===== config.mk =====
export PLATFORM = sky130hd
export DESIGN_NAME = axis_pattern_src
export DESIGN_NICKNAME = d
export VERILOG_FILES = /design/src/rtl/axis_pattern_src.sv
export SDC_FILE = /design/constraint.sdc
export NUM_CORES = 1
export LEC_CHECK = 0
export BUFFER_PORTS_ARGS = -buffer_cell sky130_fd_sc_hd__buf_4
export CORE_ASPECT_RATIO = 0.9
export CORE_MARGIN = 8
export CORE_UTILIZATION = 40
export DETAILED_ROUTE_END_ITERATION = 8
export GPL_TIMING_DRIVEN = 0
export SYNTH_ARGS = -nofsm -noshare
export SYNTH_HDL_FRONTEND = slang
export SYNTH_SLANG_ARGS = --single-unit

===== constraint.sdc =====
create_clock -name pixel_clk -period 2.8 [get_ports pixel_clk]
set_input_delay 0.42 -clock pixel_clk [delete_from_list [all_inputs] [get_ports pixel_clk]]
set_output_delay 0.42 -clock pixel_clk [all_outputs]
set_load 0.01 [all_outputs]

===== src/rtl/axis_pattern_src.sv =====
// ---------------------------------------------------------------------------
// axis_pattern_src
//
// AXI4-Stream video test-pattern source. Emits frames of H_ACTIVE x V_ACTIVE
// pixels in one of four patterns (solid, colour bars, checkerboard, ramp),
// honouring tready backpressure. tuser marks pixel (0,0) and tlast marks the
// last pixel of every line. Optional idle gap between frames.
//
// Ports
//   pixel_clk      : clock for all logic
//   aresetn        : asynchronous reset, active low
//   enable         : run request, only looked at on frame boundaries
//   mode           : 0 solid, 1 colour bars, 2 checker, 3 ramp
//   solid_rgb      : colour for mode 0, packed like tdata
//   m_axis_tdata   : pixel, {R, B, G}, BPC bits each
//   m_axis_tvalid  : pixel valid
//   m_axis_tready  : sink ready
//   m_axis_tuser   : start of frame (pixel (0,0) only)
//   m_axis_tlast   : end of line
//   frame_count    : completed frames, wraps at 16 bits
//   frame_done     : one-cycle pulse after the last pixel of a frame transfers
//   busy           : high while streaming or in the inter-frame gap
// ---------------------------------------------------------------------------
module axis_pattern_src #(
    parameter int H_ACTIVE   = 640,
    parameter int V_ACTIVE   = 480,
    parameter int BPC        = 8,
    parameter int CHECK_LOG2 = 5,
    parameter int GAP_CYCLES = 16
) (
    input  logic               pixel_clk,
    input  logic               aresetn,
    input  logic               enable,
    input  logic [1:0]         mode,
    input  logic [3*BPC-1:0]   solid_rgb,
    output logic [3*BPC-1:0]   m_axis_tdata,
    output logic               m_axis_tvalid,
    input  logic               m_axis_tready,
    output logic               m_axis_tuser,
    output logic               m_axis_tlast,
    output logic [15:0]        frame_count,
    output logic               frame_done,
    output logic               busy
);

    localparam int DW     = 3 * BPC;
    // Counters are widened so that bit CHECK_LOG2 always exists.
    localparam int XW_MIN = $clog2(H_ACTIVE);
    localparam int YW_MIN = $clog2(V_ACTIVE);
    localparam int XW     = (XW_MIN > CHECK_LOG2) ? XW_MIN : CHECK_LOG2 + 1;
    localparam int YW     = (YW_MIN > CHECK_LOG2) ? YW_MIN : CHECK_LOG2 + 1;
    localparam int GW     = (GAP_CYCLES > 1) ? $clog2(GAP_CYCLES) : 1;

    localparam logic [XW-1:0] X_LAST   = XW'(H_ACTIVE - 1);
    localparam logic [YW-1:0] Y_LAST   = YW'(V_ACTIVE - 1);
    localparam logic [GW-1:0] GAP_LAST = GW'((GAP_CYCLES > 0) ? GAP_CYCLES - 1 : 0);

    typedef enum logic [1:0] {
        S_IDLE,
        S_STREAM,
        S_GAP
    } state_t;

    // First x of bar k+1; all entries are elaboration-time constants.
    function automatic logic [XW-1:0] bar_end(input logic [2:0] k);
        case (k)
            3'd0:    bar_end = XW'(H_ACTIVE * 1 / 8);
            3'd1:    bar_end = XW'(H_ACTIVE * 2 / 8);
            3'd2:    bar_end = XW'(H_ACTIVE * 3 / 8);
            3'd3:    bar_end = XW'(H_ACTIVE * 4 / 8);
            3'd4:    bar_end = XW'(H_ACTIVE * 5 / 8);
            3'd5:    bar_end = XW'(H_ACTIVE * 6 / 8);
            3'd6:    bar_end = XW'(H_ACTIVE * 7 / 8);
            default: bar_end = X_LAST;
        endcase
    endfunction

    // Full-scale colour from per-component on/off flags, packed {R, B, G}.
    function automatic logic [DW-1:0] rgb_flags(input logic r, input logic g, input logic b);
        rgb_flags = {{BPC{r}}, {BPC{b}}, {BPC{g}}};
    endfunction

    function automatic logic [DW-1:0] pattern(
        input logic [1:0]    m,
        input logic [DW-1:0] rgb,
        input logic          chk,
        input logic [BPC-1:0] lvl,
        input logic [2:0]    bar
    );
        case (m)
            2'd0: pattern = rgb;
            2'd1: begin
                case (bar)
                    3'd0:    pattern = rgb_flags(1'b1, 1'b1, 1'b1); // white
                    3'd1:    pattern = rgb_flags(1'b1, 1'b1, 1'b0); // yellow
                    3'd2:    pattern = rgb_flags(1'b0, 1'b1, 1'b1); // cyan
                    3'd3:    pattern = rgb_flags(1'b0, 1'b1, 1'b0); // green
                    3'd4:    pattern = rgb_flags(1'b1, 1'b0, 1'b1); // magenta
                    3'd5:    pattern = rgb_flags(1'b1, 1'b0, 1'b0); // red
                    3'd6:    pattern = rgb_flags(1'b0, 1'b0, 1'b1); // blue
                    default: pattern = '0;                          // black
                endcase
            end
            2'd2:    pattern = chk ? '1 : '0;
            default: pattern = {3{lvl}};
        endcase
    endfunction

    state_t          state_q, state_d;
    logic [XW-1:0]   x_q, x_d;
    logic [YW-1:0]   y_q, y_d;
    logic [2:0]      bar_q, bar_d;
    logic [GW-1:0]   gap_q, gap_d;
    logic [1:0]      mode_q, mode_d;
    logic [DW-1:0]   rgb_q, rgb_d;
    logic [DW-1:0]   tdata_q, tdata_d;
    logic            tvalid_q, tvalid_d;
    logic            tuser_q, tuser_d;
    logic            tlast_q, tlast_d;
    logic [15:0]     count_q, count_d;
    logic            done_q, done_d;

    logic            xfer;
    logic            last_px;
    logic            start_frame;
    logic [XW-1:0]   nx;
    logic [YW-1:0]   ny;
    logic [2:0]      nbar;

    assign xfer    = tvalid_q & m_axis_tready;
    assign last_px = (x_q == X_LAST) && (y_q == Y_LAST);

    always_comb begin
        state_d     = state_q;
        x_d         = x_q;
        y_d         = y_q;
        bar_d       = bar_q;
        gap_d       = gap_q;
        mode_d      = mode_q;
        rgb_d       = rgb_q;
        tdata_d     = tdata_q;
        tvalid_d    = tvalid_q;
        tuser_d     = tuser_q;
        tlast_d     = tlast_q;
        count_d     = count_q;
        done_d      = 1'b0;
        start_frame = 1'b0;

        // Coordinates of the pixel following the one currently presented.
        nx = (x_q == X_LAST) ? '0 : x_q + 1'b1;
        ny = (x_q == X_LAST) ? y_q + 1'b1 : y_q;
        // Bar index is a counter stepped at constant boundaries, cleared per line.
        if (x_q == X_LAST) begin
            nbar = '0;
        end else if ((bar_q != 3'd7) && (nx == bar_end(bar_q))) begin
            nbar = bar_q + 3'd1;
        end else begin
            nbar = bar_q;
        end

        case (state_q)
            S_IDLE: begin
                if (enable) begin
                    start_frame = 1'b1;
                end
            end
            S_STREAM: begin
                if (xfer) begin
                    if (last_px) begin
                        done_d  = 1'b1;
                        count_d = count_q + 16'd1;
                        if (GAP_CYCLES > 0) begin
                            state_d  = S_GAP;
                            gap_d    = '0;
                            tvalid_d = 1'b0;
                            tuser_d  = 1'b0;
                            tlast_d  = 1'b0;
                        end else if (enable) begin
                            start_frame = 1'b1;
                        end else begin
                            state_d  = S_IDLE;
                            tvalid_d = 1'b0;
                            tuser_d  = 1'b0;
                            tlast_d  = 1'b0;
                        end
                    end else begin
                        x_d     = nx;
                        y_d     = ny;
                        bar_d   = nbar;
                        tdata_d = pattern(mode_q, rgb_q, nx[CHECK_LOG2] ^ ny[CHECK_LOG2],
                                          BPC'(nx), nbar);
                        tuser_d = 1'b0;
                        tlast_d = (nx == X_LAST);
                    end
                end
            end
            S_GAP: begin
                if (gap_q == GAP_LAST) begin
                    if (enable) begin
                        start_frame = 1'b1;
                    end else begin
                        state_d = S_IDLE;
                    end
                end else begin
                    gap_d = gap_q + 1'b1;
                end
            end
            default: begin
                state_d = S_IDLE;
            end
        endcase

        // Frame start: latch pattern controls and present pixel (0,0) next cycle.
        if (start_frame) begin
            state_d  = S_STREAM;
            mode_d   = mode;
            rgb_d    = solid_rgb;
            x_d      = '0;
            y_d      = '0;
            bar_d    = '0;
            tdata_d  = pattern(mode, solid_rgb, 1'b0, '0, 3'd0);
            tvalid_d = 1'b1;
            tuser_d  = 1'b1;
            tlast_d  = 1'b0;
        end
    end

    always_ff @(posedge pixel_clk or negedge aresetn) begin
        if (!aresetn) begin
            state_q  <= S_IDLE;
            x_q      <= '0;
            y_q      <= '0;
            bar_q    <= '0;
            gap_q    <= '0;
            mode_q   <= '0;
            rgb_q    <= '0;
            tdata_q  <= '0;
            tvalid_q <= 1'b0;
            tuser_q  <= 1'b0;
            tlast_q  <= 1'b0;
            count_q  <= '0;
            done_q   <= 1'b0;
        end else begin
            state_q  <= state_d;
            x_q      <= x_d;
            y_q      <= y_d;
            bar_q    <= bar_d;
            gap_q    <= gap_d;
            mode_q   <= mode_d;
            rgb_q    <= rgb_d;
            tdata_q  <= tdata_d;
            tvalid_q <= tvalid_d;
            tuser_q  <= tuser_d;
            tlast_q  <= tlast_d;
            count_q  <= count_d;
            done_q   <= done_d;
        end
    end

    assign m_axis_tdata  = tdata_q;
    assign m_axis_tvalid = tvalid_q;
    assign m_axis_tuser  = tuser_q;
    assign m_axis_tlast  = tlast_q;
    assign frame_count   = count_q;
    assign frame_done    = done_q;
    assign busy          = (state_q != S_IDLE);

endmodule


==> metrics.md <==
| Metric | Value |
|---|---|
| Run status | `finished clean` |
| Critical-path maximum fanout | `10` |
| Post-Place Cell Area | `6240 um^2` |
| Count of cell types in the netlist | `62` |
| Layout cell share with drive strength beyond 1 | `~22%` |
| Die Ht | `~130 um` |
| Total negative setup slack | `0 ps` |
| Final wirelength | `roughly 18,000 um` |
| Worst-case headroom to the max-slew limit | `between 30 and 40%` |
| TritonCTS clock tree | `done` |
| VDD IR-drop max | `about 0.49 mV` |
| Pre-antenna DRT Iters | `7` |
| Capturing element type of the critical path | `register` |
| Area of the mapped netlist | `5470 um^2` |
| Reg-to-reg critical path startpoint | `x_q[2]` |
| Effective utilization at floorplan | `between 40% and 50%` |
| H-tree depth | `3` |
| Path category of the worst min-delay check | `in -> async` |
| Vias | `around 5.4k` |
| # rows | `40` |
| Number of synthesized register bits | `98` |
| Detailed placement HPWL | `12,400 um` |
| Width of the die | `139 um` |
| Per-instance average area after synthesis | `8.46 um^2` |
| Antenna diode instance count | `0` |
| Register-to-register path setup slack | `around 88 ps` |
| Growth of design area from synthesis to finish | `27.5%` |
| Max-cap violations | `0` |
| Root Buffer Master | `sky130_fd_sc_hd__clkbuf_16` |
| Gr ovfl total | `0` |
| Total power density per cell area | `around 750 nW/um^2` |
| Via count of the first global-routing pass | `5,483` |
| Die Footprint | `approximately 18,000 um^2` |
| Final setup violation count | `0` |
| Global route hottest layer | `met2` |
| Core footprint | `13,400 um^2` |
| Post-CTS Hold Buffers | `0` |
| Sequential cell area fraction in the yosys report | `44.8%` |
| Core utilization of the finished layout | `a little over half` |
| Post-route ant nets | `0` |
| First-pass GRT wire length | `28,900 um` |
| Iteration-0 DRC Markers | `roughly 300` |
| CTS sink cnt | `98` |
| Antenna violations before repair | `0` |
| Critical path start-end classification | `reg -> reg` |
| Weighted congestion reported at the end of routability-driven placement | `around 0.90` |
| Post-synthesis instance total | `between 600 and 700` |
| Drt drc | `0` |
| Per-cell via count in the routed design | `roughly 5.9` |
| WL per Instance | `around 19 um` |
| Warning count from the yosys run | `0` |
| Part of the cycle the worst path needs | `between 90% and 100%` |
| Final #Nets | `about 790` |
| Total count of max-transition violations in the final report | `0` |
| Leakage power of the design | `0.00312 uW` |
| Met1 layer usage reported by global route | `a little over a quarter` |
| Final worst slack | `just under 90 ps` |
| Highest achievable clock rate | `about 370 MHz` |
| Number of enable-type register cells in the synthesized netlist | `0` |
| Maximum number of pins on one net before global-route repair | `99` |
| Minimum clock period after layout | `2710 ps` |
| GR Util All Layers | `approximately 20%` |
| Syn nets | `roughly 700` |
| Worst-Skew Late Latency | `between 300 and 400 ps` |
| Top-level port count | `75` |
| Predominant post-synthesis flop cell | `sky130_fd_sc_hd__dfrtp_1` |
| Met2 track demand over resource in global routing | `between 30% and 40%` |
| Clock buffers created by TritonCTS | `9` |
| Startpoint Class | `register` |
| Hold violation count in the final report | `0` |
| Clock Skew | `a little over 10 ps` |
| Count of buffers inserted at the top-level ports | `74` |
| Power after layout | `roughly 5200 uW` |
| Met3 capacity usage during global routing | `5.51%` |
| Proportion of register bits with asynchronous set or reset after synthesis | `between 90% and 100%` |
| Area of all placed cells without fillers | `approximately 7000 um^2` |
| Clock slew at the register clock pins of the worst setup and hold paths | `approximately 70 ps` |
| Worst setup path start | `x_q[2]` |
| Maximum count of clock buffers along a single path | `2` |
| Required time of the worst setup path | `around 3000 ps` |
| Setup slack after placement | `-810 ps` |
| Arrival time at the worst endpoint | `between 2000 and 3000 ps` |
| Actual transition at the worst max-transition pin | `909 ps` |
[final timing paths]
path,endpoint,cells after the start
setup / recovery,m_axis_tdata[22],10
hold / removal,x_q[3],2
setup reg to reg,m_axis_tdata[22],10
hold reg to reg,frame_count[15],1
max in group asynchronous,bar_q[0],2
min in group pixel_clk,rgb_q[14],3
[stage by stage]
step           cells  hold slack, ps
6_report         919            82.7
5_1_grt          919             126
4_1_cts          913             249
3_5_place_dp     889             460
3_3_place_gp     889             458
2_1_floorplan    647             124
[per-layer routing]
metal | share of wire (%) | up-vias
met4 | 1.7 | 0
met2 | 46 | 196
met3 | 7.2 | 26
li1 | - | 2510
met1 | 45 | 2696
met5 | 0 | -
[synth_stat cells, types with 3 or more instances]
cell / instances / area, um^2
sky130_fd_sc_hd__ha_1: 11 / 138
sky130_fd_sc_hd__and3b_1: 3 / 26.3
sky130_fd_sc_hd__o22ai_1: 4 / 25.0
sky130_fd_sc_hd__o31a_1: 3 / 26.3
sky130_fd_sc_hd__nand4_1: 8 / 50.1
sky130_fd_sc_hd__nor2_1: 47 / 176
sky130_fd_sc_hd__clkbuf_1: 22 / 82.6
sky130_fd_sc_hd__nand2b_1: 4 / 25.0
sky130_fd_sc_hd__mux2i_1: 3 / 30.0
sky130_fd_sc_hd__xor2_1: 10 / 87.6
sky130_fd_sc_hd__nor3_1: 16 / 80.1
sky130_fd_sc_hd__a31oi_1: 11 / 68.8
sky130_fd_sc_hd__nand2_1: 123 / 462
sky130_fd_sc_hd__o211ai_1: 20 / 150
sky130_fd_sc_hd__and2_1: 3 / 18.8
sky130_fd_sc_hd__a21oi_1: 53 / 265
sky130_fd_sc_hd__a21boi_0: 3 / 22.5
sky130_fd_sc_hd__a211o_1: 3 / 26.3
sky130_fd_sc_hd__nor4_1: 4 / 25.0
sky130_fd_sc_hd__xnor2_1: 16 / 140
sky130_fd_sc_hd__buf_1: 4 / 15.0
sky130_fd_sc_hd__inv_1: 14 / 52.6
sky130_fd_sc_hd__a2111oi_0: 3 / 26.3
sky130_fd_sc_hd__o31ai_1: 8 / 60.1
sky130_fd_sc_hd__and3_1: 7 / 43.8
sky130_fd_sc_hd__nand3_1: 38 / 190
sky130_fd_sc_hd__a21o_1: 4 / 30.0
sky130_fd_sc_hd__o21ai_0: 51 / 255
sky130_fd_sc_hd__dfrtp_1: 98 / 2450
sky130_fd_sc_hd__buf_2: 9 / 45.0
sky130_fd_sc_hd__or3_1: 4 / 25.0
[flip-flops by register name (all words and copies together) (netlist names)]
signal / cells
m_axis_tvalid: 1
m_axis_tlast: 1
m_axis_tuser: 1
y_q: 9
frame_count: 16
x_q: 10
bar_q: 3
mode_q: 2
frame_done: 1
gap_q: 4
state_q: 2
m_axis_tdata: 24
rgb_q: 24
[worst max-delay path, cell delays in order, from the launching register on]
cell                       delay, ps
sky130_fd_sc_hd__dfrtp_1         360
sky130_fd_sc_hd__buf_2           220
sky130_fd_sc_hd__and3_1          300
sky130_fd_sc_hd__mux2_2          400
sky130_fd_sc_hd__nor3_1          200
sky130_fd_sc_hd__o22ai_1         160
sky130_fd_sc_hd__nor4_4          280
sky130_fd_sc_hd__buf_6           170
sky130_fd_sc_hd__mux2i_4         250
sky130_fd_sc_hd__buf_12          150
sky130_fd_sc_hd__o211ai_1         90
[cells in the final DEF (no fill, tap or decap), types with 11 or more instances in the layout]
cell                       Yosys  final
sky130_fd_sc_hd__a21oi_1      53     53
sky130_fd_sc_hd__a31oi_1      11     11
sky130_fd_sc_hd__buf_4         1     84
sky130_fd_sc_hd__clkbuf_1     22     14
sky130_fd_sc_hd__dfrtp_1      98     95
sky130_fd_sc_hd__inv_1        14     11
sky130_fd_sc_hd__nand2_1     123    123
sky130_fd_sc_hd__nand3_1      38     37
sky130_fd_sc_hd__nor2_1       47     46
sky130_fd_sc_hd__nor3_1       16     14
sky130_fd_sc_hd__o211ai_1     20     20
sky130_fd_sc_hd__o21ai_0      51     49
sky130_fd_sc_hd__xnor2_1      16     15
[area by class of cell]
class,instances,area [um^2]
sequential,98,2460
clock inverter,7,83.8
inverter,14,57.6
tap,168,210
multi-input combinational,498,3040
fill,1263,6390
buffer,37,173
timing repair buffer,88,726
clock buffer,9,225
[what timing repair did]
| item | 4_1_cts | 5_1_grt |
|---|---|---|
| pin swaps | 5 | 5 |
| endpoints found under the hold margin | 0 | 0 |
| buffers inserted | 8 | 5 |
| endpoints found under the setup margin | 50 | 73 |
| resized for setup | 29 | 40 |
[power by group]
part / switching [uW] / internal (uW)
Sequential: 258 / 1780
Clock: 612 / 710
Combinational: 1110 / 787
Total: 1980 / 3270
[cells by family after synthesis]
group           share of synthesized area, %
fa+ha+maj                               2.51
mux                                    0.754
flops                                   44.8
xor+xnor                                4.16
simple gates                            23.2
compound gates                          20.7
buf+inv                                 3.79
(Power assumes the default switching activity.)
